## src/rtl/branch_predict_ctrl_if.sv

```systemverilog
// ============================================================================
// Module  : branch_predict_ctrl_if
// Brief   : Fetch-lookup / execute-resolve bundle for the branch predictor.
// Revision: 1.0 - initial release
// ============================================================================
`default_nettype none

interface branch_predict_ctrl_if #(
    parameter int PC_W  = 13,
    parameter int CNT_W = 32
);
    logic [PC_W-1:0]  f_pc;
    logic             pred_taken;
    logic [PC_W-1:0]  pred_pc;
    logic             e_valid;
    logic [PC_W-1:0]  e_pc;
    logic [1:0]       e_jump_code;
    logic             e_taken;
    logic [PC_W-1:0]  e_nextpc;
    logic             e_fail_predict;
    logic             flush;
    logic [PC_W-1:0]  redirect_pc;
    logic [CNT_W-1:0] br_count;
    logic [CNT_W-1:0] miss_count;

    modport master (
        output f_pc, e_valid, e_pc, e_jump_code, e_taken, e_nextpc, e_fail_predict,
        input  pred_taken, pred_pc, flush, redirect_pc, br_count, miss_count
    );

    modport slave (
        input  f_pc, e_valid, e_pc, e_jump_code, e_taken, e_nextpc, e_fail_predict,
        output pred_taken, pred_pc, flush, redirect_pc, br_count, miss_count
    );
endinterface

`default_nettype wire

```

## src/rtl/branch_predict_ctrl.sv

```systemverilog
// ============================================================================
// Module  : branch_predict_ctrl
// Brief   : Direct-mapped BTB with 2-bit counters plus mispredict redirect.
// Revision: 1.0 - initial release
// ============================================================================
`default_nettype none

module branch_predict_ctrl #(
    parameter int PC_W  = 13,
    parameter int IDX_W = 6,
    parameter int CNT_W = 32
) (
    input  wire logic           clk,
    input  wire logic           rst_n,
    branch_predict_ctrl_if.slave bus
);
    localparam int c_entries = 1 << IDX_W;
    localparam int c_tag_w   = PC_W - IDX_W;

    logic               r_valid  [c_entries];
    logic [c_tag_w-1:0] r_tag    [c_entries];
    logic [PC_W-1:0]    r_target [c_entries];
    logic [1:0]         r_ctr    [c_entries];

    logic               r_flush;
    logic [PC_W-1:0]    r_redirect_pc;
    logic [CNT_W-1:0]   r_br_count;
    logic [CNT_W-1:0]   r_miss_count;

    logic [IDX_W-1:0]   w_f_idx;
    logic [c_tag_w-1:0] w_f_tag;
    logic               w_f_hit;
    logic [IDX_W-1:0]   w_e_idx;
    logic [c_tag_w-1:0] w_e_tag;
    logic               w_e_hit;
    logic               w_accept;

    // Fetch-side lookup sees only pre-edge table state.
    assign w_f_idx        = bus.f_pc[IDX_W-1:0];
    assign w_f_tag        = bus.f_pc[PC_W-1:IDX_W];
    assign w_f_hit        = r_valid[w_f_idx] && (r_tag[w_f_idx] == w_f_tag);
    assign bus.pred_taken = w_f_hit && r_ctr[w_f_idx][1];
    assign bus.pred_pc    = bus.pred_taken ? r_target[w_f_idx] : (bus.f_pc + PC_W'(1));

    assign w_e_idx  = bus.e_pc[IDX_W-1:0];
    assign w_e_tag  = bus.e_pc[PC_W-1:IDX_W];
    assign w_e_hit  = r_valid[w_e_idx] && (r_tag[w_e_idx] == w_e_tag);
    // The instruction in E during a flush cycle is wrong-path.
    assign w_accept = bus.e_valid && !r_flush;

    always_ff @(posedge clk or negedge rst_n) begin
        if (!rst_n) begin
            for (int i = 0; i < c_entries; i++) begin
                r_valid[i]  <= 1'b0;
                r_tag[i]    <= '0;
                r_target[i] <= '0;
                r_ctr[i]    <= 2'b01;
            end
        end else if (w_accept) begin
            case (bus.e_jump_code)
                2'b01: begin
                    if (w_e_hit) begin
                        if (bus.e_taken) begin
                            if (r_ctr[w_e_idx] != 2'b11) r_ctr[w_e_idx] <= r_ctr[w_e_idx] + 2'd1;
                            r_target[w_e_idx] <= bus.e_nextpc;
                        end else if (r_ctr[w_e_idx] != 2'b00) begin
                            r_ctr[w_e_idx] <= r_ctr[w_e_idx] - 2'd1;
                        end
                    end else if (bus.e_taken) begin
                        r_valid[w_e_idx]  <= 1'b1;
                        r_tag[w_e_idx]    <= w_e_tag;
                        r_target[w_e_idx] <= bus.e_nextpc;
                        r_ctr[w_e_idx]    <= 2'b10;
                    end
                end
                2'b10: begin
                    r_valid[w_e_idx]  <= 1'b1;
                    r_tag[w_e_idx]    <= w_e_tag;
                    r_target[w_e_idx] <= bus.e_nextpc;
                    r_ctr[w_e_idx]    <= 2'b11;
                end
                2'b11: begin
                    if (w_e_hit) r_valid[w_e_idx] <= 1'b0;
                end
                default: ;
            endcase
        end
    end

    always_ff @(posedge clk or negedge rst_n) begin
        if (!rst_n) begin
            r_flush       <= 1'b0;
            r_redirect_pc <= '0;
            r_br_count    <= '0;
            r_miss_count  <= '0;
        end else begin
            r_flush <= w_accept && bus.e_fail_predict;
            if (w_accept && bus.e_fail_predict) r_redirect_pc <= bus.e_nextpc;
            if (w_accept && (bus.e_jump_code != 2'b00) && (r_br_count != '1))
                r_br_count <= r_br_count + CNT_W'(1);
            if (w_accept && bus.e_fail_predict && (r_miss_count != '1))
                r_miss_count <= r_miss_count + CNT_W'(1);
        end
    end

    assign bus.flush       = r_flush;
    assign bus.redirect_pc = r_redirect_pc;
    assign bus.br_count    = r_br_count;
    assign bus.miss_count  = r_miss_count;
endmodule

`default_nettype wire

```

## src/flat_wrapper.sv

```systemverilog
// flat-port wrapper written by rule: the top's interface ports become plain ports
module branch_predict_ctrl_flat 
#(
    parameter int PC_W  = 13,
    parameter int IDX_W = 6,
    parameter int CNT_W = 32
)
  (clk, rst_n, bus_f_pc, bus_e_valid, bus_e_pc, bus_e_jump_code, bus_e_taken, bus_e_nextpc, bus_e_fail_predict, bus_pred_taken, bus_pred_pc, bus_flush, bus_redirect_pc, bus_br_count, bus_miss_count);
  branch_predict_ctrl_if #(.PC_W(PC_W), .CNT_W(CNT_W)) bus_i ();
  input  wire logic clk;
  input  wire logic rst_n;
  input wire logic [$bits(bus_i.f_pc)-1:0] bus_f_pc;
  input wire logic [$bits(bus_i.e_valid)-1:0] bus_e_valid;
  input wire logic [$bits(bus_i.e_pc)-1:0] bus_e_pc;
  input wire logic [$bits(bus_i.e_jump_code)-1:0] bus_e_jump_code;
  input wire logic [$bits(bus_i.e_taken)-1:0] bus_e_taken;
  input wire logic [$bits(bus_i.e_nextpc)-1:0] bus_e_nextpc;
  input wire logic [$bits(bus_i.e_fail_predict)-1:0] bus_e_fail_predict;
  output wire logic [$bits(bus_i.pred_taken)-1:0] bus_pred_taken;
  output wire logic [$bits(bus_i.pred_pc)-1:0] bus_pred_pc;
  output wire logic [$bits(bus_i.flush)-1:0] bus_flush;
  output wire logic [$bits(bus_i.redirect_pc)-1:0] bus_redirect_pc;
  output wire logic [$bits(bus_i.br_count)-1:0] bus_br_count;
  output wire logic [$bits(bus_i.miss_count)-1:0] bus_miss_count;
  assign bus_i.f_pc = bus_f_pc;
  assign bus_i.e_valid = bus_e_valid;
  assign bus_i.e_pc = bus_e_pc;
  assign bus_i.e_jump_code = bus_e_jump_code;
  assign bus_i.e_taken = bus_e_taken;
  assign bus_i.e_nextpc = bus_e_nextpc;
  assign bus_i.e_fail_predict = bus_e_fail_predict;
  assign bus_pred_taken = bus_i.pred_taken;
  assign bus_pred_pc = bus_i.pred_pc;
  assign bus_flush = bus_i.flush;
  assign bus_redirect_pc = bus_i.redirect_pc;
  assign bus_br_count = bus_i.br_count;
  assign bus_miss_count = bus_i.miss_count;
  branch_predict_ctrl #(.PC_W(PC_W), .IDX_W(IDX_W), .CNT_W(CNT_W)) u_core (.clk(clk), .rst_n(rst_n), .bus(bus_i));
endmodule
```

## config.mk

```make
export PLATFORM = sky130hd
export DESIGN_NAME = branch_predict_ctrl_flat
export DESIGN_NICKNAME = d
export VERILOG_FILES = /design/src/rtl/branch_predict_ctrl_if.sv /design/src/rtl/branch_predict_ctrl.sv /design/src/flat_wrapper.sv
export SDC_FILE = /design/constraint.sdc
export NUM_CORES = 2
export LEC_CHECK = 0
export ABC_CLOCK_PERIOD_IN_PS = 16300
export CORE_AREA = 2 2 520 522
export DETAILED_ROUTE_END_ITERATION = 6
export DIE_AREA = 0 0 522 524
export GPL_TIMING_DRIVEN = 0
export PLACE_DENSITY = 0.55
export SLEW_MARGIN = 20
export SYNTH_ARGS = -nofsm -noshare
export SYNTH_HDL_FRONTEND = slang
export SYNTH_SLANG_ARGS = --single-unit
```

## constraint.sdc

```tcl
create_clock -name clk -period 16.3 [get_ports clk]
set_clock_uncertainty 0.05 [all_clocks]
set_input_delay 2.445 -clock clk [delete_from_list [all_inputs] [get_ports clk]]
set_output_delay 2.445 -clock clk [all_outputs]
set_load 0.02 [all_outputs]
```

# Yosys cells after proc, flatten, opt, wreduce, memory -nomap -nowiden
# Index checks and enable logic that the tools add are counted.
[totals]
ff_bits = 1550
elab_cells = 358
inputBits = 46
out_inout_bits = 92
[op_classes]
n_reduce_logical = 18
order_cmp = 3
n_addsub = 5
n_eq_ne = 14
n_bitwise = 9
mux = 49
[ops]
columns = ["op", "n"]
rows = [
  ["832-bit one-hot mux with 2 select lines", 1],
  ["448-bit two-way mux", 2],
  ["448-bit one-hot mux with 2 select lines", 1],
  ["832-bit bitwise mux", 1],
  ["832-bit two-way mux", 1],
  ["128-bit two-way mux", 5],
  ["448-bit bitwise mux", 1],
  ["128-bit bitwise mux", 2],
  ["128-bit one-hot mux with 2 select lines", 1],
  ["64-bit two-way mux", 3],
  ["64-bit one-hot mux with 3 select lines", 1],
  ["64-bit bitwise AND", 2],
  ["64-bit inverter", 2],
  ["128-bit OR", 1],
  ["64-bit OR", 2],
  ["7-bit binary-select mux with 6-bit select", 2],
  ["13-bit binary-select mux with 6-bit select", 1],
  ["13-bit demux with 6-bit select", 1],
  ["32-bit by 1-bit adder with 32-bit output (second input constant)", 2],
  ["32-bit != test (second input constant)", 2],
  ["13-bit two-way mux", 4],
  ["7-bit demux with 6-bit select", 1],
  ["7-bit two-way mux", 5],
  ["2-bit binary-select mux with 6-bit select", 2],
  ["25 further kinds", 52],
]

# Logic depth before layout (Yosys ltp)
[depth]
depth_word = 10
mapped_depth = 24
depth_no_buf = 15

# Worst setup path after synthesis
# No wires, ideal clock.
[synth_timing]
kind = "input port to output port"
from = "input port bus_f_pc[0]"
to = "output port bus_pred_pc[0]"
path_stages = 12
n_path_buf = 7
path_slack_ps = 7567
arrival_time_ps = 6238
required_ps = 13805
path_cell_list = "clkbuf_1 > buf_2 > buf_2 > buf_2 > buf_2 > buf_1 > buf_1 > mux4_2 > mux4_2 > mux4_2 > nand2_1 > o21ai_0"
[synth_between]
elab_chain_cells = 8
word_cells_on_any_way = 18
cone_classes = "add/sub (1); eq/ne (1); mux (13); bitwise (1); reduce/logical (2)"
[synth_rtl]
columns = ["element", "line", "rtl"]
rows = [
  ["start: declaration", "flat_wrapper.sv:12", "input wire logic [$bits(bus_i.f_pc)-1:0] bus_f_pc;"],
  ["6-bit inverter with 7-bit output (not written as such)", "branch_predict_ctrl.sv:41, branch_predict_ctrl.sv:42, branch_predict_ctrl.sv:43", ""],
  ["7-bit binary-select mux with 6-bit select", "branch_predict_ctrl.sv:41", "assign w_f_hit = r_valid[w_f_idx] && (r_tag[w_f_idx] == w_f_tag);"],
  ["7-bit two-way mux (not written as such) (2 in a row)", "branch_predict_ctrl.sv:41", ""],
  ["7-bit equality test", "branch_predict_ctrl.sv:41", ""],
  ["1-bit logical AND", "branch_predict_ctrl.sv:41", ""],
  ["1-bit logical AND", "branch_predict_ctrl.sv:42", "assign bus.pred_taken = w_f_hit && r_ctr[w_f_idx][1];"],
  ["13-bit two-way mux (*)", "branch_predict_ctrl.sv:43", "assign bus.pred_pc = bus.pred_taken ? r_target[w_f_idx] : (bus.f_pc + PC_W'(1));"],
  ["end: declaration", "flat_wrapper.sv:20", "output wire logic [$bits(bus_i.pred_pc)-1:0] bus_pred_pc;"],
]
# Mark *: on every way between the ends. The rest lies on a longest branch, timed or not. The select of a mux whose other input is x is not followed.

# Worst setup path after layout
[layout_timing]
from = "input port bus_f_pc[0]"
to = "output port bus_pred_pc[2]"
# Same word-level chain as after synthesis.

==> run summary <==
Run status: finished, violations left
Violated checks: DRC
Post-synth design cell area: 0.0773 mm^2
Die Y-Extent: 524 um
Critical Path Slowest Stage Cell: clkdlybuf4s50_1
Net count after synthesis: 5250
Gate Count Post-Synth: 5195
RSZ-0062 raised after global routing: false
Area of the core: 0.267 mm^2
Buffers and inverters on the worst path: 9
Number of H-tree levels: 4
Quantity of hold-fixing buffers added after cts: 0
Total half-perimeter wirelength after legalization and detailed placement: 198000 um
Slew margin rel.: 17.5%
Vias per cell: 5.43
Critical path type: input port to output port
Power per Cell Area: 104 mW/mm^2
Number of gates given a new drive strength after cts: 0
Proportion of layout cells with a drive suffix above 1: 45.6%
Worst Max-Slew Pin Slew: 1230 ps
Post-synth top area share: 48.1%
Required time worst endpoint: 13810 ps
Number of buffers inserted by port buffering: 118
TritonCTS Buffers: 172
Weighted congestion reported at the end of routability-driven placement: 0.959
Post-placement setup slack: 3780 ps
Number of remaining DRC errors: 1
Cell types with the highest counts after synthesis: 1486 x dfrtp_1, 1392 x mux2_2, 496 x mux4_2
Leading cell types by total area after synthesis: dfrtp_1 48%, mux2_2 20%, mux4_2 14%
Starting density of the core: 28.9%
Die Outline Area: 0.274 mm^2
Most common flop cell mapped by yosys: dfrtp_1
Synth async-reset ratio: 100%
Post-CTS Repair Setup Buffers: 0
Gate family responsible for the most delay along the worst path: buffers and inverters
Core Rows: 190
Number of nets in the finished design: 5559
Post-synthesis to final-layout area growth: 15.5%
Setup WS post-layout: 3830 ps
Count of endpoints failing hold in the final timing report: 0
Vias in the first global route: 51795
Number of flops mapped to enable cells by yosys: 0
FILL cells: 26071
Wire length of the first global-routing pass: 389000 um
Hold crit path type: register to register
Count of unique library cells instantiated by Yosys: 81
Most repeated cell in the gate-level netlist after synthesis: dfrtp_1
Area of the multi-input gates: 0.0364 mm^2
Maximum number of pins on one net before global-route repair: 145
CTS Sinks: 1550
FF/Latch Area: 0.0389 mm^2
Worst endpoint data arrival time: 9980 ps
Sequential fraction of the synthesis area: 50.3%
Clk root buf: clkbuf_16
Most used cell along the critical path: buf_2
Total of flip-flops plus latches after synthesis: 1550
Endpoint kind of the worst setup timing path: output port
Share of the clock period used by the worst path: 76.5%
Highest net fanout along the worst path: 10
DIE WIDTH: 522 um
Largest stage delay, worst path: 940 ps
Lkg Pwr: 38.7 nW
Maximum achievable frequency: 0.0802 GHz
Initial detailed-routing violation count: 4587
Final ANT Viol Nets: 0
Worst IR drop on VDD: 0.124 mV
CP Cell Sequence: clkdlybuf4s50_1 > clkbuf_1 > buf_2 > buf_2 > buf_2 > buf_2 > buf_1 > buf_2 > mux4_2 > mux4_2 > mux4_2 > nand2_1 > o21ai_0 > clkdlybuf4s50_1
Clock Latency Late Sink: 870 ps
Max capacitance violation total: 0
Setup_tns: 0 ps
Average instance area after synthesis: 14.9 um^2
All-Layer GR Usage: 19.8%
Routed len/inst: 29.8 um
Clock tree from TritonCTS: yes
Total number of vias: 49902
Total wirelength of the detailed-routed design: 273000 um
Number of setup violations in the final report: 0
Minimum period implied by the final worst setup slack: 12470 ps
Number of placed I/O pins: 138
Clk slew on worst S/H paths: 60 ps
Initial antenna violation count: 16
Overflow after GRT: 0
Biggest area consumer among synthesized cells: dfrtp_1
Maximum root-to-sink buffer count: 3
Yosys warns: 0
Crit path launch type: input port
Max-slew violation count: 0
Count of TritonRoute iterations in the first routing pass: 7
worst paths after layout:
check | endpoint | depth (start not counted) | slack [ps] | startpoint
max in group asynchronous | u_core.r_target[747] | 6 | 11490 | rst_n
hold / removal | u_core.bus.br_count[30] | 1 | 450 | u_core.bus.br_count[30]
setup reg to reg | register | 12 | 11440 | u_core.r_tag[8]
hold reg to reg | u_core.bus.br_count[30] | 1 | 450 | u_core.bus.br_count[30]
min in group asynchronous | u_core.bus.miss_count[18] | 1 | 1430 | rst_n
setup / recovery | bus_pred_pc[2] | 14 | 3830 | bus_f_pc[0]
cell type report:
| cell class | count | area share, % |
|---|---|---|
| antenna | 6 | 0.0168 |
| tap | 3552 | 4.98 |
| timing repair buffer | 135 | 1.81 |
| sequential | 1550 | 43.6 |
| buffer | 478 | 2.41 |
| clock inverter | 47 | 0.791 |
| clock buffer | 254 | 5.60 |
| multi-input combinational | 3141 | 40.7 |
| inverter | 26 | 0.109 |
per-stage QoR:
stage,cell area [um^2],util (%),hold slack [ps],cells,power (mW)
4_1_cts,89200,33.4,451,9183,9.35
6_report,89200,33.4,447,9189,9.27
2_1_floorplan,77300,-,425,5195,4.87
3_5_place_dp,83500,31.2,440,8882,5.36
3_3_place_gp,82900,31.0,432,8865,5.35
5_1_grt,89200,33.4,458,9186,9.59
routing by layer:
layer,vias to the layer above,GRT usage [%],part of all wire (%)
li1,20279,-,-
met1,27099,25.7,42
met2,1916,31.3,46
met3,596,4.42,6.7
met4,12,9.06,4.9
met5,-,0,0.030
registers in the layout (all words and copies together) (netlist names), named ones only:
signal / cells
u_core.bus.flush: 1
u_core.r_tag: 448
u_core.r_ctr: 128
u_core.bus.redirect_pc: 13
u_core.r_target: 832
u_core.bus.br_count: 32
u_core.bus.miss_count: 32
power breakdown:
part	total (mW)	switching (mW)	internal (mW)
Sequential	4.25	0.166	4.08
Combinational	1.05	0.592	0.457
Clock	3.97	1.71	2.26
Total	9.27	2.47	6.80
logic make-up after synthesis:
family / after synthesis / synth area share, %
AO/OA/AOI/OAI: 335 / 3.73
XOR/XNOR: 88 / 0.997
adder cells (fa/ha/maj): 9 / 0.146
buffers and inverters: 504 / 2.83
flip-flops: 1550 / 50.3
multiplexers: 2086 / 37.9
AND/OR/NAND/NOR: 623 / 4.16
layout by cell type (no fill, tap or decap), types with 64 or more instances in the layout:
master	netlist	final
dfrtp_1	1486	1486
mux2i_1	83	83
clkdlybuf4s50_1	0	117
nand2_1	175	175
mux2_2	1392	1392
mux4_2	496	496
nor2_1	179	176
dfstp_2	64	64
buf_2	39	66
clkbuf_16	0	174
nand3_1	66	66
clkbuf_1	331	357
(Power assumes the default switching activity.)
